[config.mk]
export PLATFORM = sky130hd
export DESIGN_NAME = uart_core
export DESIGN_NICKNAME = d
export VERILOG_FILES = /design/src/rtl/uart_pkg.sv /design/src/rtl/uart_fifo.sv /design/src/rtl/uart_core.sv
export SDC_FILE = /design/constraint.sdc
export NUM_CORES = 1
export LEC_CHECK = 0
export BUFFER_PORTS_ARGS = -buffer_cell sky130_fd_sc_hd__clkbuf_2
export CAP_MARGIN = 10
export CORE_MARGIN = 2
export CORE_UTILIZATION = 60
export DETAILED_ROUTE_END_ITERATION = 10
export GPL_TIMING_DRIVEN = 0
export PLACE_DENSITY_LB_ADDON = 0.1
export SYNTH_ARGS = -nofsm -noshare
export SYNTH_HDL_FRONTEND = slang
export SYNTH_HIERARCHICAL = 1
export SYNTH_SLANG_ARGS = --single-unit
[constraint.sdc]
create_clock -name clk -period 5.2 [get_ports clk]
set_clock_uncertainty 0.1 [all_clocks]
set_input_delay 1.3 -clock clk [delete_from_list [all_inputs] [get_ports clk]]
set_output_delay 1.3 -clock clk [all_outputs]
set_load 0.01 [all_outputs]
[src/rtl/uart_pkg.sv]
// Shared definitions for the UART core: register map, status bit positions
// and the frame state encoding used by both the transmitter and receiver.
package uart_pkg;

  localparam logic [1:0] UART_DATA = 2'd0;
  localparam logic [1:0] UART_STAT = 2'd1;
  localparam logic [1:0] UART_DIVL = 2'd2;
  localparam logic [1:0] UART_DIVH = 2'd3;

  localparam int ST_RX_AVAIL  = 0;
  localparam int ST_TX_READY  = 1;
  localparam int ST_TX_IDLE   = 2;
  localparam int ST_OVERRUN   = 3;
  localparam int ST_FRAME_ERR = 4;
  localparam int ST_INT_EN_LO = 5;
  localparam int ST_INT_EN_HI = 6;

  typedef enum logic [1:0] {
    S_IDLE  = 2'd0,
    S_START = 2'd1,
    S_DATA  = 2'd2,
    S_STOP  = 2'd3
  } uart_state_e;

endpackage

[src/rtl/uart_fifo.sv]
// Small synchronous FIFO. A pop on a full FIFO frees the slot for a push in
// the same cycle; a push into a full FIFO without a pop is dropped.
module uart_fifo #(
  parameter int DEPTH = 4,
  parameter int WIDTH = 8
) (
  input  logic                     clk,
  input  logic                     reset,
  input  logic                     i_push,
  input  logic [WIDTH-1:0]         i_din,
  input  logic                     i_pop,
  output logic [WIDTH-1:0]         o_dout,
  output logic                     o_full,
  output logic                     o_empty,
  output logic [$clog2(DEPTH):0]   o_count
);

  localparam int AW = $clog2(DEPTH);
  localparam logic [AW-1:0] PTR_ONE  = 1;
  localparam logic [AW:0]   CNT_ONE  = 1;
  localparam logic [AW:0]   CNT_FULL = DEPTH;

  logic [WIDTH-1:0] r_mem [DEPTH];
  logic [AW-1:0]    r_wr_ptr;
  logic [AW-1:0]    r_rd_ptr;
  logic [AW:0]      r_count;
  logic             w_do_push;
  logic             w_do_pop;

  assign o_full    = (r_count == CNT_FULL);
  assign o_empty   = (r_count == '0);
  assign o_count   = r_count;
  assign o_dout    = r_mem[r_rd_ptr];
  assign w_do_pop  = i_pop && !o_empty;
  assign w_do_push = i_push && (!o_full || w_do_pop);

  always_ff @(posedge clk) begin
    if (reset) begin
      r_wr_ptr <= '0;
      r_rd_ptr <= '0;
      r_count  <= '0;
    end else begin
      if (w_do_push) r_wr_ptr <= r_wr_ptr + PTR_ONE;
      if (w_do_pop)  r_rd_ptr <= r_rd_ptr + PTR_ONE;
      case ({w_do_push, w_do_pop})
        2'b10:   r_count <= r_count + CNT_ONE;
        2'b01:   r_count <= r_count - CNT_ONE;
        default: r_count <= r_count;
      endcase
    end
  end

  always_ff @(posedge clk) begin
    if (w_do_push) r_mem[r_wr_ptr] <= i_din;
  end

endmodule

[src/rtl/uart_core.sv]
// 8N1 UART with programmable bit divisor, one-byte TX holding register,
// RX FIFO and a level interrupt, accessed through the 8-bit register bus.
module uart_core
  import uart_pkg::*;
#(
  parameter int          RX_DEPTH  = 4,
  parameter logic [15:0] RESET_DIV = 16'd433
) (
  input  logic       clk,
  input  logic       reset,
  input  logic       uart_rx,
  output logic       uart_tx,
  input  logic [1:0] reg_addr,
  input  logic [7:0] reg_data_in,
  input  logic       reg_write,
  input  logic       reg_read,
  output logic [7:0] reg_data_out,
  output logic       interrupt
);

  localparam int CNT_W = $clog2(RX_DEPTH) + 1;

  logic [15:0] r_div;
  logic [1:0]  r_int_en;
  logic        r_overrun;
  logic        r_frame_err;
  logic        r_hold_valid;
  logic [7:0]  r_hold_data;

  logic w_wr_data, w_wr_stat, w_wr_divl, w_wr_divh, w_rd_data;

  uart_state_e r_tx_state, w_tx_state_nx;
  logic [15:0] r_tx_cnt, w_tx_cnt_nx;
  logic [7:0]  r_tx_shift, w_tx_shift_nx;
  logic [2:0]  r_tx_bit, w_tx_bit_nx;
  logic        r_tx_out, w_tx_out_nx;
  logic        w_tx_load;
  logic        w_tx_tick;

  logic        r_rx_s1, r_rx_s2, r_rx_s3;
  uart_state_e r_rx_state, w_rx_state_nx;
  logic [15:0] r_rx_cnt, w_rx_cnt_nx;
  logic [7:0]  r_rx_shift, w_rx_shift_nx;
  logic [2:0]  r_rx_bit, w_rx_bit_nx;
  logic        r_rx_wait, w_rx_wait_nx;
  logic        w_rx_push, w_rx_ferr;
  logic        w_rx_tick;
  logic [15:0] w_half_load;

  logic [7:0]       w_fifo_dout;
  logic             w_fifo_full, w_fifo_empty;
  logic [CNT_W-1:0] w_fifo_count;
  logic             w_overflow;
  logic             w_rx_avail, w_tx_ready, w_tx_idle;
  logic [7:0]       w_status;

  assign w_wr_data = reg_write && (reg_addr == UART_DATA);
  assign w_wr_stat = reg_write && (reg_addr == UART_STAT);
  assign w_wr_divl = reg_write && (reg_addr == UART_DIVL);
  assign w_wr_divh = reg_write && (reg_addr == UART_DIVH);
  assign w_rd_data = reg_read  && (reg_addr == UART_DATA);

  // ---------------- transmitter ----------------
  assign w_tx_tick = (r_tx_cnt == 16'd0);

  always_comb begin
    w_tx_state_nx = r_tx_state;
    w_tx_cnt_nx   = r_tx_cnt;
    w_tx_shift_nx = r_tx_shift;
    w_tx_bit_nx   = r_tx_bit;
    w_tx_out_nx   = r_tx_out;
    w_tx_load     = 1'b0;
    if (r_tx_state != S_IDLE) w_tx_cnt_nx = w_tx_tick ? r_div : r_tx_cnt - 16'd1;
    case (r_tx_state)
      S_IDLE: begin
        if (r_hold_valid) begin
          w_tx_load     = 1'b1;
          w_tx_shift_nx = r_hold_data;
          w_tx_out_nx   = 1'b0;
          w_tx_cnt_nx   = r_div;
          w_tx_state_nx = S_START;
        end
      end
      S_START: begin
        if (w_tx_tick) begin
          w_tx_out_nx   = r_tx_shift[0];
          w_tx_shift_nx = {1'b0, r_tx_shift[7:1]};
          w_tx_bit_nx   = 3'd0;
          w_tx_state_nx = S_DATA;
        end
      end
      S_DATA: begin
        if (w_tx_tick) begin
          if (r_tx_bit == 3'd7) begin
            w_tx_out_nx   = 1'b1;
            w_tx_state_nx = S_STOP;
          end else begin
            w_tx_out_nx   = r_tx_shift[0];
            w_tx_shift_nx = {1'b0, r_tx_shift[7:1]};
            w_tx_bit_nx   = r_tx_bit + 3'd1;
          end
        end
      end
      S_STOP: begin
        // A waiting byte starts immediately so consecutive frames have no gap.
        if (w_tx_tick) begin
          if (r_hold_valid) begin
            w_tx_load     = 1'b1;
            w_tx_shift_nx = r_hold_data;
            w_tx_out_nx   = 1'b0;
            w_tx_state_nx = S_START;
          end else begin
            w_tx_state_nx = S_IDLE;
          end
        end
      end
      default: w_tx_state_nx = S_IDLE;
    endcase
  end

  always_ff @(posedge clk) begin
    if (reset) begin
      r_tx_state   <= S_IDLE;
      r_tx_cnt     <= 16'd0;
      r_tx_bit     <= 3'd0;
      r_tx_out     <= 1'b1;
      r_hold_valid <= 1'b0;
    end else begin
      r_tx_state <= w_tx_state_nx;
      r_tx_cnt   <= w_tx_cnt_nx;
      r_tx_bit   <= w_tx_bit_nx;
      r_tx_out   <= w_tx_out_nx;
      if (w_tx_load)                      r_hold_valid <= 1'b0;
      else if (w_wr_data && !r_hold_valid) r_hold_valid <= 1'b1;
    end
  end

  always_ff @(posedge clk) begin
    r_tx_shift <= w_tx_shift_nx;
    if (w_wr_data && !r_hold_valid) r_hold_data <= reg_data_in;
  end

  assign uart_tx = r_tx_out;

  // ---------------- receiver ----------------
  // Reload value giving a start-bit wait of floor((DIV+1)/2) clocks (min 1).
  assign w_half_load = (r_div[0] || (r_div == 16'd0)) ? (r_div >> 1) : (r_div >> 1) - 16'd1;
  assign w_rx_tick   = (r_rx_cnt == 16'd0);

  always_comb begin
    w_rx_state_nx = r_rx_state;
    w_rx_cnt_nx   = r_rx_cnt;
    w_rx_shift_nx = r_rx_shift;
    w_rx_bit_nx   = r_rx_bit;
    w_rx_wait_nx  = r_rx_wait;
    w_rx_push     = 1'b0;
    w_rx_ferr     = 1'b0;
    if (r_rx_state != S_IDLE && !r_rx_wait) w_rx_cnt_nx = w_rx_tick ? r_div : r_rx_cnt - 16'd1;
    case (r_rx_state)
      S_IDLE: begin
        if (r_rx_s3 && !r_rx_s2) begin
          w_rx_cnt_nx   = w_half_load;
          w_rx_state_nx = S_START;
        end
      end
      S_START: begin
        if (w_rx_tick) begin
          w_rx_bit_nx   = 3'd0;
          w_rx_state_nx = r_rx_s2 ? S_IDLE : S_DATA;
        end
      end
      S_DATA: begin
        if (w_rx_tick) begin
          w_rx_shift_nx = {r_rx_s2, r_rx_shift[7:1]};
          if (r_rx_bit == 3'd7) w_rx_state_nx = S_STOP;
          else                  w_rx_bit_nx   = r_rx_bit + 3'd1;
        end
      end
      S_STOP: begin
        // After a bad stop bit, hold here until the line returns high.
        if (r_rx_wait) begin
          if (r_rx_s2) begin
            w_rx_wait_nx  = 1'b0;
            w_rx_state_nx = S_IDLE;
          end
        end else if (w_rx_tick) begin
          if (r_rx_s2) begin
            w_rx_push     = 1'b1;
            w_rx_state_nx = S_IDLE;
          end else begin
            w_rx_ferr    = 1'b1;
            w_rx_wait_nx = 1'b1;
          end
        end
      end
      default: w_rx_state_nx = S_IDLE;
    endcase
  end

  always_ff @(posedge clk) begin
    if (reset) begin
      r_rx_s1    <= 1'b1;
      r_rx_s2    <= 1'b1;
      r_rx_s3    <= 1'b1;
      r_rx_state <= S_IDLE;
      r_rx_cnt   <= 16'd0;
      r_rx_bit   <= 3'd0;
      r_rx_wait  <= 1'b0;
    end else begin
      r_rx_s1    <= uart_rx;
      r_rx_s2    <= r_rx_s1;
      r_rx_s3    <= r_rx_s2;
      r_rx_state <= w_rx_state_nx;
      r_rx_cnt   <= w_rx_cnt_nx;
      r_rx_bit   <= w_rx_bit_nx;
      r_rx_wait  <= w_rx_wait_nx;
    end
  end

  always_ff @(posedge clk) begin
    r_rx_shift <= w_rx_shift_nx;
  end

  uart_fifo #(
    .DEPTH (RX_DEPTH),
    .WIDTH (8)
  ) u_rx_fifo (
    .clk     (clk),
    .reset   (reset),
    .i_push  (w_rx_push),
    .i_din   (r_rx_shift),
    .i_pop   (w_rd_data),
    .o_dout  (w_fifo_dout),
    .o_full  (w_fifo_full),
    .o_empty (w_fifo_empty),
    .o_count (w_fifo_count)
  );

  assign w_overflow = w_rx_push && w_fifo_full && !w_rd_data;

  // ---------------- registers ----------------
  always_ff @(posedge clk) begin
    if (reset) begin
      r_div       <= RESET_DIV;
      r_int_en    <= 2'b00;
      r_overrun   <= 1'b0;
      r_frame_err <= 1'b0;
    end else begin
      if (w_wr_stat) begin
        r_int_en <= reg_data_in[ST_INT_EN_HI:ST_INT_EN_LO];
        if (reg_data_in[ST_OVERRUN])   r_overrun   <= 1'b0;
        if (reg_data_in[ST_FRAME_ERR]) r_frame_err <= 1'b0;
      end
      if (w_overflow) r_overrun   <= 1'b1;
      if (w_rx_ferr)  r_frame_err <= 1'b1;
      if (w_wr_divl)  r_div[7:0]  <= reg_data_in;
      if (w_wr_divh)  r_div[15:8] <= reg_data_in;
    end
  end

  assign w_rx_avail = (w_fifo_count != '0);
  assign w_tx_ready = !r_hold_valid;
  assign w_tx_idle  = !r_hold_valid && (r_tx_state == S_IDLE);

  always_comb begin
    w_status                             = 8'h00;
    w_status[ST_RX_AVAIL]                = w_rx_avail;
    w_status[ST_TX_READY]                = w_tx_ready;
    w_status[ST_TX_IDLE]                 = w_tx_idle;
    w_status[ST_OVERRUN]                 = r_overrun;
    w_status[ST_FRAME_ERR]               = r_frame_err;
    w_status[ST_INT_EN_HI:ST_INT_EN_LO]  = r_int_en;
  end

  always_comb begin
    reg_data_out = 8'h00;
    case (reg_addr)
      UART_DATA: reg_data_out = w_fifo_empty ? 8'h00 : w_fifo_dout;
      UART_STAT: reg_data_out = w_status;
      UART_DIVL: reg_data_out = r_div[7:0];
      UART_DIVH: reg_data_out = r_div[15:8];
      default:   reg_data_out = 8'h00;
    endcase
  end

  assign interrupt = (w_rx_avail & r_int_en[0]) | (w_tx_ready & r_int_en[1]) |
                     r_overrun | r_frame_err;

endmodule
==> impl_metrics.tcl <==
set metrics [dict create \
    status "complete, no violations" \
    timing.fmax_mhz 236 \
    worstSetupStartpointType "input port" \
    rsz0062_at_grt "false" \
    layout-drive-gt1-share 0.122 \
    antenna_cells 0 \
    muxShareOfSynthArea 0.0640 \
    syn-cell-area_um2 6880 \
    numPortBuffers 21 \
    place.gp.congestion 0.910 \
    clk_latency_ns 0.43 \
    period_share 0.816 \
    start_util 0.608 \
    ctsHoldBuffers 0 \
    setup_viol 0 \
    vias_per_cell 6.47 \
    final_cell_mix "dfxtp_1, nand2_1, nor2_1, edfxtp_1, a21oi_1" \
    synth_edf_count 56 \
    grt_max_degree 17 \
    p_per_area_nw_per_um2 373 \
    wl_per_cell_um 20.1 \
    fin_crit_ns 4.24 \
    cts_resized 0 \
    synth_flop_cell "dfxtp_1" \
    r2r-end "u_rx_fifo/o_count[2]" \
    antenna_found_initial 0 \
    finalHoldViolCount 0 \
    r2r_slack_ns 1.49 \
    cap_violations 0 \
    num_rows 39 \
    synth.net_count 742 \
    fp.dieW_um 111 \
    syn_to_final_growth_pct 12.8 \
    max_slew_margin 0.304 \
    ant_nets 0 \
    hp-class "flop to flop" \
    die_y_um 111 \
    stdcell_count 904 \
    synth_top_area_frac 0.244 \
    fin_util 0.686 \
    clkTransAtPathRegs_ns 0.06 \
    p_int_mw 2.04 \
    min_delay_worst_endpoint "r_rx_s2" \
    cts_setup_buffers 0 \
    vias 5853 \
    cts_inserted_buffers 17 \
    ios 25 \
    worstPathRequired_ns 3.80 \
    grt_overflow 0 \
    htreeDepth 4 \
    clock-root-buffer "clkbuf_16" \
    nets 782 \
    syn_area_per_cell_um2 9.72 \
    hold-path-cell-count 1 \
    core_area_um2 11300 \
    p_clk_frac 0.414 \
    cts_buffer_depth 2 \
    synth-compound-area-share 0.153 \
    num-fill-cells 882 \
    p_comb_frac 0.181 \
    synth_top_family_by_area "simple AND/OR/NAND/NOR gates" \
    wl_um 18200 \
    yosysWarnings 6 \
    grt_pass1_vias 5704 \
    syn_inst 708 \
    grt_use_total 0.303 \
    synth_area_leaders "edfxtp_1, dfxtp_1, nand2_1, mux4_2, ha_1" \
    synth_xor_area_frac 0.0254 \
    critPathKind "input port to output pin" \
    timing.rr.start "r_rx_cnt[4]" \
    cts_tree "yes" \
    dp_hpwl_um 12600 \
    first_iter_violations 758 \
    grt_pass1_wl_um 29200 \
    synth_fa_ha_area_frac 0.0356 \
    crit_arrival_ns 2.84 \
    sw_frac_of_total 0.296 \
    p_switching_uw 857 \
    critical_path.max_fanout 10 \
    r2r_cells 13 \
    synth-simple-area-share 0.211 \
    seq_area_frac_synth 0.468 \
    irDropWorstVdd_mv 0.358 \
    placedCellCount 872 \
    finalMaxSlewViolations 0 \
    final_common_cell "dfxtp_1" \
    die_area_um2 12300 \
    leakagePower_nw 2.71 \
    synth.distinct_cells 74 \
    cts.sinks 133 \
    synth_top_cell_by_area "edfxtp_1" \
    drc_errors 0 \
    fin_setup_tns_ns 0 \
    synth-async-reset-ratio 0 \
    cp-end-kind "output pin" \
    seq_power_share 0.405 \
    dr.pass1.iters 8 \
    worst_slew_pin_slew_ns 1.04 \
    hp-start "r_rx_s1" \
    yosys_register_bits 133 \
]
metal layers:
layer  track usage  routed length, um
met4         0.159                644
met5             0                  0
met1         0.372               7450
met3        0.0744               1390
met2         0.498               8700
flip-flops by register name (all words and copies together) (netlist names), 3 cells and up, named ones only:
name	flops
r_rx_cnt	16
r_rx_bit	3
r_tx_bit	3
r_tx_shift	8
r_hold_data	8
u_rx_fifo/o_count	3
r_div	16
r_rx_shift	8
r_tx_cnt	16
u_rx_fifo/r_mem	32
stage by stage:
| step | worst slack (ns) | hold slack, ns | total power, mW | area, um^2 |
|---|---|---|---|---|
| final | 0.957 | 0.314 | 2.89 | 7760 |
| after global routing | 0.826 | 0.318 | 2.99 | 7760 |
| after CTS | 0.977 | 0.317 | 2.89 | 7760 |
| after detailed placement | 0.976 | 0.296 | 1.70 | 7170 |
| after global placement | 0.998 | 0.295 | 1.69 | 7170 |
| after floorplan | 1.33 | 0.289 | 1.56 | 6880 |
logic make-up after synthesis:
logic type / Yosys count
mux: 28
simple gates: 276
compound gates: 156
fa+ha+maj: 19
buf+inv: 76
flops: 133
xor+xnor: 20
worst max-delay path by stage:
| stage | startpoint | to | slack (ns) | cells past startpoint |
|---|---|---|---|---|
| after global routing | reg_addr[0] | reg_data_out[1] | 0.83 | 6 |
| final | reg_addr[0] | reg_data_out[0] | 0.96 | 6 |
| after global placement | reg_addr[0] | reg_data_out[1] | 1.0 | 6 |
| after floorplan | reg_addr[0] | reg_data_out[0] | 1.33 | 5 |
| after detailed placement | reg_addr[0] | reg_data_out[0] | 0.98 | 6 |
| after CTS | reg_addr[0] | reg_data_out[0] | 0.98 | 6 |
cell usage after synthesis, types with 7 or more instances:
| master | instances |
|---|---|
| mux4_2 | 12 |
| nor2_1 | 58 |
| edfxtp_1 | 56 |
| nand3_1 | 10 |
| nor3b_1 | 7 |
| xnor2_1 | 10 |
| a22o_1 | 11 |
| xor2_1 | 10 |
| a21oi_1 | 44 |
| clkbuf_1 | 42 |
| nor4_1 | 21 |
| or2_2 | 7 |
| dfxtp_1 | 77 |
| or3_1 | 13 |
| or4_1 | 11 |
| nand2_1 | 72 |
| a211oi_1 | 8 |
| nand2b_1 | 9 |
| nor3_1 | 27 |
| o21ai_0 | 26 |
| inv_1 | 24 |
| a31oi_1 | 8 |
| ha_1 | 18 |
| nand3b_1 | 9 |
| mux2i_1 | 11 |
worst max-delay path, cell delays in order:
cell      delay (ns)
clkbuf_1        0.37
buf_1           0.45
nor2_1          0.14
a221oi_1        0.36
a21oi_1         0.07
clkbuf_2        0.15
area by class of cell:
type | count | area, um^2 | share of cell area
Clock inverter | 15 | 170 | 0.0219
Buffer | 52 | 200 | 0.0258
Multi-Input combinational cell | 499 | 3370 | 0.434
Clock buffer | 17 | 425 | 0.0548
Tap cell | 143 | 179 | 0.0230
Sequential cell | 133 | 3220 | 0.415
Inverter | 24 | 90.1 | 0.0116
Timing Repair Buffer | 21 | 105 | 0.0135
power by group through the flow:
| stage | clock network [mW] | logic [mW] | registers [mW] |
|---|---|---|---|
| 2_1_floorplan | 0 | 0.379 | 1.18 |
| 3_3_place_gp | 0 | 0.497 | 1.19 |
| 3_5_place_dp | 0 | 0.504 | 1.19 |
| 4_1_cts | 1.21 | 0.509 | 1.17 |
| 5_1_grt | 1.25 | 0.567 | 1.18 |
| 6_report | 1.20 | 0.523 | 1.17 |
(Power assumes the default switching activity.)
